### src/rtl/param_seq_detect_if.sv
// Serial pattern detector bus: bit stream, runtime config and match outputs.
// Ports: master drives stream/config/clear; slave returns seq_seen, match_count, count_sat.
interface param_seq_detect_if #(
    parameter int SEQ_LEN = 4,
    parameter int CNT_W   = 8
);
    logic               inp_valid;
    logic               inp_bit;
    logic               cfg_load;
    logic [SEQ_LEN-1:0] cfg_pattern;
    logic               cfg_overlap;
    logic               cnt_clear;
    logic               seq_seen;
    logic [CNT_W-1:0]   match_count;
    logic               count_sat;

    modport master (
        output inp_valid, inp_bit, cfg_load, cfg_pattern, cfg_overlap, cnt_clear,
        input  seq_seen, match_count, count_sat
    );

    modport slave (
        input  inp_valid, inp_bit, cfg_load, cfg_pattern, cfg_overlap, cnt_clear,
        output seq_seen, match_count, count_sat
    );
endinterface

### src/rtl/param_seq_detect.sv
// Parametrised serial bit-pattern detector with programmable pattern/overlap,
// input-valid qualifier and a saturating match counter.
// Ports: clk, reset (sync, active-high), bus (slave modport of param_seq_detect_if):
//   inp_valid/inp_bit stream in, cfg_load/cfg_pattern/cfg_overlap reprogram,
//   cnt_clear zeroes the counter; seq_seen/match_count/count_sat are registered outputs.
module param_seq_detect #(
    parameter int                 SEQ_LEN         = 4,
    parameter logic [SEQ_LEN-1:0] DEFAULT_PATTERN = SEQ_LEN'(4'b1011),
    parameter logic               DEFAULT_OVERLAP = 1'b1,
    parameter int                 CNT_W           = 8
) (
    input logic              clk,
    input logic              reset,
    param_seq_detect_if.slave bus
);
    localparam int                FW       = $clog2(SEQ_LEN);
    localparam logic [FW-1:0]     FILL_MAX = FW'(SEQ_LEN - 1);
    localparam logic [CNT_W-1:0]  CNT_MAX  = '1;

    logic [SEQ_LEN-1:0] pattern;
    logic               overlap;
    // The oldest bit is shifted out by the candidate itself, so only
    // SEQ_LEN-1 history bits ever need to be stored.
    logic [SEQ_LEN-2:0] hist;
    logic [FW-1:0]      fill;
    logic [SEQ_LEN-1:0] cand;
    logic               match;
    logic               seq_seen;
    logic [CNT_W-1:0]   match_count;
    logic               count_sat;

    assign cand  = {hist, bus.inp_bit};
    assign match = bus.inp_valid && !bus.cfg_load
                && (fill == FILL_MAX) && (cand == pattern);

    always_ff @(posedge clk) begin
        if (reset) begin
            pattern     <= DEFAULT_PATTERN;
            overlap     <= DEFAULT_OVERLAP;
            hist        <= '0;
            fill        <= '0;
            seq_seen    <= 1'b0;
            match_count <= '0;
            count_sat   <= 1'b0;
        end else begin
            seq_seen <= match;

            if (bus.cfg_load) begin
                pattern <= bus.cfg_pattern;
                overlap <= bus.cfg_overlap;
                hist    <= '0;
                fill    <= '0;
            end else if (bus.inp_valid) begin
                if (match && !overlap) begin
                    // Non-overlapping: the next match needs a full fresh window.
                    hist <= '0;
                    fill <= '0;
                end else begin
                    hist <= cand[SEQ_LEN-2:0];
                    if (fill != FILL_MAX) begin
                        fill <= fill + FW'(1);
                    end
                end
            end

            // Clear wins over a same-edge match; seq_seen still pulses.
            if (bus.cnt_clear) begin
                match_count <= '0;
                count_sat   <= 1'b0;
            end else if (match && (match_count != CNT_MAX)) begin
                match_count <= match_count + CNT_W'(1);
                count_sat   <= ((match_count + CNT_W'(1)) == CNT_MAX);
            end
        end
    end

    assign bus.seq_seen    = seq_seen;
    assign bus.match_count = match_count;
    assign bus.count_sat   = count_sat;
endmodule

### src/flat_wrapper.sv
// flat-port wrapper written by rule: the top's interface ports become plain ports
module param_seq_detect_flat 
#(
    parameter int                 SEQ_LEN         = 4,
    parameter logic [SEQ_LEN-1:0] DEFAULT_PATTERN = SEQ_LEN'(4'b1011),
    parameter logic               DEFAULT_OVERLAP = 1'b1,
    parameter int                 CNT_W           = 8
)
  (clk, reset, bus_inp_valid, bus_inp_bit, bus_cfg_load, bus_cfg_pattern, bus_cfg_overlap, bus_cnt_clear, bus_seq_seen, bus_match_count, bus_count_sat);
  param_seq_detect_if #(.SEQ_LEN(SEQ_LEN), .CNT_W(CNT_W)) bus_i ();
  input logic clk;
  input logic reset;
  input wire logic [$bits(bus_i.inp_valid)-1:0] bus_inp_valid;
  input wire logic [$bits(bus_i.inp_bit)-1:0] bus_inp_bit;
  input wire logic [$bits(bus_i.cfg_load)-1:0] bus_cfg_load;
  input wire logic [$bits(bus_i.cfg_pattern)-1:0] bus_cfg_pattern;
  input wire logic [$bits(bus_i.cfg_overlap)-1:0] bus_cfg_overlap;
  input wire logic [$bits(bus_i.cnt_clear)-1:0] bus_cnt_clear;
  output wire logic [$bits(bus_i.seq_seen)-1:0] bus_seq_seen;
  output wire logic [$bits(bus_i.match_count)-1:0] bus_match_count;
  output wire logic [$bits(bus_i.count_sat)-1:0] bus_count_sat;
  assign bus_i.inp_valid = bus_inp_valid;
  assign bus_i.inp_bit = bus_inp_bit;
  assign bus_i.cfg_load = bus_cfg_load;
  assign bus_i.cfg_pattern = bus_cfg_pattern;
  assign bus_i.cfg_overlap = bus_cfg_overlap;
  assign bus_i.cnt_clear = bus_cnt_clear;
  assign bus_seq_seen = bus_i.seq_seen;
  assign bus_match_count = bus_i.match_count;
  assign bus_count_sat = bus_i.count_sat;
  param_seq_detect #(.SEQ_LEN(SEQ_LEN), .DEFAULT_PATTERN(DEFAULT_PATTERN), .DEFAULT_OVERLAP(DEFAULT_OVERLAP), .CNT_W(CNT_W)) u_core (.clk(clk), .reset(reset), .bus(bus_i));
endmodule
### config.mk
export PLATFORM = sky130hd
export DESIGN_NAME = param_seq_detect_flat
export DESIGN_NICKNAME = d
export VERILOG_FILES = /design/src/rtl/param_seq_detect_if.sv /design/src/rtl/param_seq_detect.sv /design/src/flat_wrapper.sv
export SDC_FILE = /design/constraint.sdc
export NUM_CORES = 1
export LEC_CHECK = 0
export CORE_UTILIZATION = 35
export DETAILED_ROUTE_END_ITERATION = 7
export PLACE_DENSITY = 0.58
export SYNTH_ARGS = -nofsm -noshare
export SYNTH_HDL_FRONTEND = slang
export SYNTH_SLANG_ARGS = --single-unit
### constraint.sdc
create_clock -name clk -period 2 [get_ports clk]
set_input_delay 0.3 -clock clk [delete_from_list [all_inputs] [get_ports clk]]
set_output_delay 0.3 -clock clk [all_outputs]
set_load 0.02 [all_outputs]
==> key figures <==
Timing
  – Setup ws final: 0.195 ns
  – Fin crit period: 1.81 ns
  – Max Transition Viols Final: 0
  – Final period utilization: 90.3%
  – RSZ-0062 raised after global routing: no
  – Setup violators final: 0
  – Max-slew headroom: 64.4%
  – Timing-limited maximum frequency: 554 MHz
  – Final Hold Vio Count: 0
  – Clock skew: 0.000850 ns
  – Worst-margin pin slew: 0.532 ns
  – Setup Total Neg Slack: 0 ns

Route
  – TritonRoute pass-1 iters: 6
  – Drt drc: 1
  – Via density: 5.56
  – Drt wl/cell: 13.9 um
  – Final wirelength: 2480 um
  – Vias: 990
  – Final ANT Viol Nets: 0
  – DRT iter0 DRCs: 19

CTS
  – Post_cts resized: 0
  – Clock transition at path regs: 0.12 ns
  – Setup Buffers After CTS: 0
  – Post-CTS Hold Buffers: 0
  – Number of buffers created by CTS: 3
  – Worst-Skew Late Latency: 0.31 ns
  – Clk sinks: 20
  – CTS tree: yes
  – Clock buffer depth: 2
  – H-Tree Depth: 1
  – Root Buffer: clkbuf_4

Cells and area
  – Layout cell share with drive strength beyond 1: 12.9%
  – Most frequent cells in the layout: clkdlybuf4s50_1 (20), dfxtp_1 (20), nand2_1 (13)
  – Fill count: 290
  – Diodes inserted: 0
  – Fin util: 49.3%
  – Final net count: 162
  – Synth-to-Final Area Change: 28.2%

Floorplan
  – Total core area: 0.00285 sq mm
  – DIE AREA: 0.00336 sq mm
  – # rows: 19
  – IO Pins: 21
  – Initial Util: 38.4%
  – DIE WIDTH: 58.0 um
  – Die height: 58.0 um

Min path
  – Worst min path class: flip-flop to flip-flop

Synth
  – Seq/Total Area, Yosys: 36.5%
  – Syn nets: 137
  – Synthesized area: 0.00110 sq mm
  – Mapped Cells: 123
  – Yosys reg bits: 20
  – Mean Syn Cell Area: 8.91 sq um
  – Synthesis Warnings: 0
  – Cell variety after synth: 42

Run status
  – Status: finished, violations left
  – Failing checks: design-rule violations

Worst setup path
  – Kind of critical path: flip-flop to primary output
  – Worst EP required: 1.70 ns
  – Crit Path Max Fanout: 9
  – Crit end category: primary output
  – Max incr delay on CP: 0.67 ns
  – Worst EP arrival: 1.51 ns
  – Crit path launch type: flip-flop
  – Worst path bufs/invs: 1
  – Crit-path cells: clkdlybuf4s50_1
  – CP max stage cell: clkdlybuf4s50_1
  – Cell family with most CP delay: buffers and inverters

Global routing
  – Initial antenna violation count: 0
  – GRT Overall Usage: 16.0%
  – Global Route met2 Usage: 26.9%
  – First-pass GRT wire length: 4100 um
  – Gr busiest metal: met2
  – Largest net degree at the start of global routing: 13
  – Vias in the first global route: 954
  – Global Route met1 Usage: 20.8%
  – Total gr overflow: 0
  – Met3 Usage GRT: 2.23%

Power and ir drop
  – Peak supply drop: 0.325 mV
  – Cell Pwr Density: 595 mW/mm^2
  – LEAKAGE: 0.581 nW
  – Power Total: 0.835 mW

Placed design
  – HPWL after detailed placement: 1870 um
  – GPL Wtd Cong: 0.799
  – Pre-CTS setup slack: 0.0347 ns
  – I/O Buffers: 20

Job
  – Max-cap violation count: 0
-- cell type report --
| cell class | count | area [sq um] | share of cell area (%) |
|---|---|---|---|
| multi-input cells | 94 | 657 | 46.7 |
| flip-flops and latches | 20 | 400 | 28.5 |
| repair buffers | 26 | 245 | 17.5 |
| well taps | 31 | 38.8 | 2.76 |
| clock inverters | 1 | 30.0 | 2.14 |
| clock buffers | 3 | 22.5 | 1.60 |
| inverters | 3 | 11.3 | 0.801 |
-- logic make-up (layout without fill, tap and decap cells) --
family | count (synthesis) | after routing | synth area share [%]
and+or+nand+nor | 59 | 59 | 30.7
AOI/OAI and AO/OA | 21 | 21 | 15.1
DFF | 20 | 20 | 36.5
buffers and inverters | 9 | 33 | 3.54
xor gates and xnor gates | 6 | 6 | 6.16
muxes | 5 | 5 | 4.57
adders and majority gates | 3 | 3 | 3.43
-- per-stage QoR --
| step | area, sq um | std cells | hold WS, ns |
|---|---|---|---|
| after floorplan | 1100 | 123 | 0.422 |
| after global placement | 1350 | 174 | 0.447 |
| after detailed placement | 1350 | 174 | 0.468 |
| after CTS | 1410 | 178 | 0.482 |
| after global routing | 1410 | 178 | 0.519 |
| final | 1410 | 178 | 0.490 |
-- path summary, 6_finish.rpt --
kind / from / end / slack, ns / cells after the start
max reg2reg: u_core.bus.match_count[1] / u_core.bus.match_count[2] / 0.39 / 5
min: u_core.fill[1] / u_core.fill[1] / 0.49 / 2
max: u_core.bus.match_count[2] / bus_match_count[2] / 0.19 / 1
min reg2reg: u_core.fill[1] / u_core.fill[1] / 0.49 / 2
-- registers in the layout, indices dropped and copies added, names as in the netlist --
signal,flops
u_core.bus.count_sat,1
u_core.bus.match_count,8
u_core.bus.seq_seen,1
u_core.fill,2
u_core.hist,3
u_core.overlap,1
u_core.pattern,4
-- Yosys cell counts --
library cell	number	area [sq um]
a211oi_1	1	7.51
a211o_1	3	26.3
a31o_2	2	17.5
a311oi_1	1	8.76
nand3_2	1	10.0
dfxtp_1	20	400
a41oi_1	1	8.76
mux2i_1	5	50.1
and3_1	4	25.0
nor2_1	9	33.8
nor3_1	4	20.0
nor2b_1	5	31.3
o21bai_1	1	7.51
ha_1	3	37.5
o21ai_0	1	5.00
o22ai_1	2	12.5
o31ai_1	1	7.51
or3_1	2	12.5
or2_1	1	6.26
and3_2	1	7.51
a41o_1	3	30.0
clkbuf_1	2	7.51
nand2b_1	1	6.26
or2_2	1	6.26
nor4_1	2	12.5
xnor2_1	2	17.5
inv_1	3	11.3
xor2_1	2	17.5
and4b_1	1	10.0
nand3_1	5	25.0
nand2_1	13	48.8
clkbuf_2	2	10.0
nand4b_4	1	23.8
xnor2_2	2	32.5
and2_1	1	6.26
buf_2	2	10.0
a31oi_1	3	18.8
or3_4	1	11.3
a21oi_1	1	5.00
nand3b_1	2	15.0
nand4_1	4	25.0
o211a_1	1	10.0
-- report_power, final --
group	switching [mW]	internal [mW]	leakage [nW]	total, mW
sequential	0.00714	0.407	0.163	0.414
combinational	0.0380	0.0448	0.391	0.0829
clock	0.136	0.203	0.0279	0.338
total	0.181	0.655	0.581	0.835
-- metal layers --
layer  routed length [um]  vias up
met5                    0        -
met4                   29        0
met3                   76        4
met2                 1180       19
met1                 1190      465
li1                     -      502
-- worst reg2reg max path: stages (launching register included) --
cell and delay, ns:
dfxtp_1 0.35, ha_1 0.28, nand4_1 0.20, nor2_1 0.30, nor3_1 0.13, a31o_2 0.25
No activity file was read; power rests on OpenSTA's default activity.
==> edit: new RTL, same settings <==
`DEFAULT_OVERLAP` is set to 1'b1 in 2 places; all go to 1'b0.
--- a/src/rtl/param_seq_detect.sv
+++ b/src/rtl/param_seq_detect.sv
@@ -6,7 +6,7 @@
 module param_seq_detect #(
     parameter int                 SEQ_LEN         = 4,
     parameter logic [SEQ_LEN-1:0] DEFAULT_PATTERN = SEQ_LEN'(4'b1011),
-    parameter logic               DEFAULT_OVERLAP = 1'b1,
+    parameter logic               DEFAULT_OVERLAP = 1'b0,
     parameter int                 CNT_W           = 8
 ) (
     input logic              clk,
--- a/src/flat_wrapper.sv
+++ b/src/flat_wrapper.sv
@@ -3,7 +3,7 @@
 #(
     parameter int                 SEQ_LEN         = 4,
     parameter logic [SEQ_LEN-1:0] DEFAULT_PATTERN = SEQ_LEN'(4'b1011),
-    parameter logic               DEFAULT_OVERLAP = 1'b1,
+    parameter logic               DEFAULT_OVERLAP = 1'b0,
     parameter int                 CNT_W           = 8
 )
   (clk, reset, bus_inp_valid, bus_inp_bit, bus_cfg_load, bus_cfg_pattern, bus_cfg_overlap, bus_cnt_clear, bus_seq_seen, bus_match_count, bus_count_sat);
Check against the original RTL: not equivalent (a bounded check fails within 10 cycles, from zero or initial values and one cycle with reset high).
==> edit against the original RTL <==
  * Clock skew rose by 0.0096 ns
  * Area after synthesis fell by 4.5%
  * Worst setup slack lost 0.031 ns
  * Sequential cell count is the same
  * Critical path depth up 4
  * Final area grew 0.80%
  * Non-clock buffer count is 7 higher
  * Via count up 2.3%
  * Final cell count grew 3.9%
  * Power shrank 0.77%
  * Wire length decreased by 0.16%
  * Clock power decreased by 1%
==> edit: results (changes against the original RTL) <==
----------------------------------------------------
[Setup path]
  Critical path origin ... u_core.fill[0]$_SDFFE_PP0P_
  Crit path max fanout ... 5 (-4)
  Worst reg-to-reg setup slack ... 0.16 ns (-0.23 ns)
  Reg-to-reg endpoint ... u_core.bus.match_count[4]$_SDFFE_PP0P_
  Arrival time of data at the critical path endpoint ... 2.08 ns (+0.57 ns)

[Pwr]
  LEAKAGE ... 0.568 nW (-2.3%)
  Peak supply drop ... 0.368 mV (+13%)

[Place]
  HPWL reported at the end of detailed placement ... 1.92 mm (+2.5%)
  Global placer's final weighted congestion ... 0.794 (-0.66%)
  Placed cell area ... 1360 sq um (+0.83%)

[GRT]
  Vias in the first global route ... 1050 (+10%)
  Wire length of the first global-routing pass ... 4.31 mm (+5.2%)
  Overall fraction of global-route tracks in use ... 16.9% (+0.91 points)

[Synth]
  Distinct cell type count of the synthesized netlist ... 36 (-14%)
  Syn nets ... 136 (-0.73%)
  Most used flip-flop cell after synthesis ... sky130_fd_sc_hd__dfxtp_1
  Register area share after synthesis ... 38.2% (+1.7 points)
  Leading post-synthesis cells by instance count ... 20 x sky130_fd_sc_hd__dfxtp_1, 14 x sky130_fd_sc_hd__nand2_1, 9 x sky130_fd_sc_hd__nor2_1
  Leading post-synthesis cells by cell area ... sky130_fd_sc_hd__dfxtp_1 38%, sky130_fd_sc_hd__mux2i_1 5.7%, sky130_fd_sc_hd__nand2_1 5.0%

[Drt]
  Per-cell via count in the routed design ... 5.48 (-1.5%)
  Violation count after the first detailed-route iteration ... 11 (-8)
  TritonRoute pass-1 iters ... 4 (-2)
  Wire length after detailed routing ... 2.47 mm (-0.16%)

[Layout]
  Antenna diode count ... 0 (unchanged)
  Net count reported at finish ... 169 (+4.3%)
  Fraction of layout cells with a size suffix above 1 ... 14.3% (+1.4 points)

[Outcome]
  Run status ... complete, no violations

[STA]
  Setup skew after layout ... 0.0104 ns (+0.00956 ns)
  Slew at the pin with the worst max-slew slack ... 0.473 ns (-0.0588 ns)

[Clock network]
  Library cell used as clock root buffer ... sky130_fd_sc_hd__clkbuf_4

----------------------------------------------------
-- edit: per-layer routing --
metal,vias up,track usage [%],share of wire [%]
met5,-,0,0
met4,0,8.93,2.1
met3,8,2.30,3.4
met2,22,32.0,52
met1,474,17.9,43
li1,509,-,-
-- edit: worst max-delay path by stage --
| stage | endpoint | slack [ns] | depth (start not counted) |
|---|---|---|---|
| 2_1_floorplan | u_core.bus.match_count[2]$_SDFFE_PP0P_ | 0.32 | 5 |
| 3_3_place_gp | u_core.bus.match_count[4]$_SDFFE_PP0P_ | -0.04 | 6 |
| 3_5_place_dp | u_core.bus.match_count[4]$_SDFFE_PP0P_ | -0.10 | 6 |
| 4_1_cts | u_core.bus.match_count[4]$_SDFFE_PP0P_ | 0.14 | 5 |
| 5_1_grt | u_core.bus.match_count[4]$_SDFFE_PP0P_ | 0.02 | 5 |
| 6_report | u_core.bus.match_count[4]$_SDFFE_PP0P_ | 0.16 | 5 |
-- edit: power by group --
| group | internal, mW | total, mW | switching (mW) |
|---|---|---|---|
| clock network | 0.202 | 0.334 | 0.132 |
| logic | 0.0450 | 0.0812 | 0.0362 |
| registers | 0.407 | 0.413 | 0.00620 |
-- edit: worst max-delay path, cell delays in order (launching register included) --
cell                      delay [ns]
sky130_fd_sc_hd__dfxtp_1        0.38
sky130_fd_sc_hd__ha_1           0.21
sky130_fd_sc_hd__nand2_1        0.08
sky130_fd_sc_hd__or3_1          0.39
sky130_fd_sc_hd__nor4_1         0.48
sky130_fd_sc_hd__mux2i_1        0.24
-- edit: cells by family (layout without fill, tap and decap cells) --
kind of cell    count (synthesis)  after routing  share of synthesized area [%]
buf+inv                         8             40                           2.99
simple gates                   59             59                           29.4
compound gates                 20             20                           15.1
mux                             6              6                           5.73
fa+ha+maj                       3              3                           3.58
flops                          20             20                           38.2
xor+xnor                        6              6                           5.02
-- edit: layout make-up --
type                            count  area (sq um)
Sequential cell                    20           400
Clock buffer                        3          22.5
Multi-Input combinational cell     94           616
Clock inverter                      1          30.0
Inverter                            3          11.3
Timing Repair Buffer               33           298
Tap cell                           31          38.8
Fill cell                         295          1390
-- edit: through the flow --
stage                     worst slack, ns  std cells  hold WS [ns]
after global placement            -0.0439        181         0.449
final                               0.164        185         0.472
after detailed placement           -0.102        181         0.461
after global routing               0.0157        185         0.527
after CTS                           0.137        185         0.478
after floorplan                     0.316        122         0.422
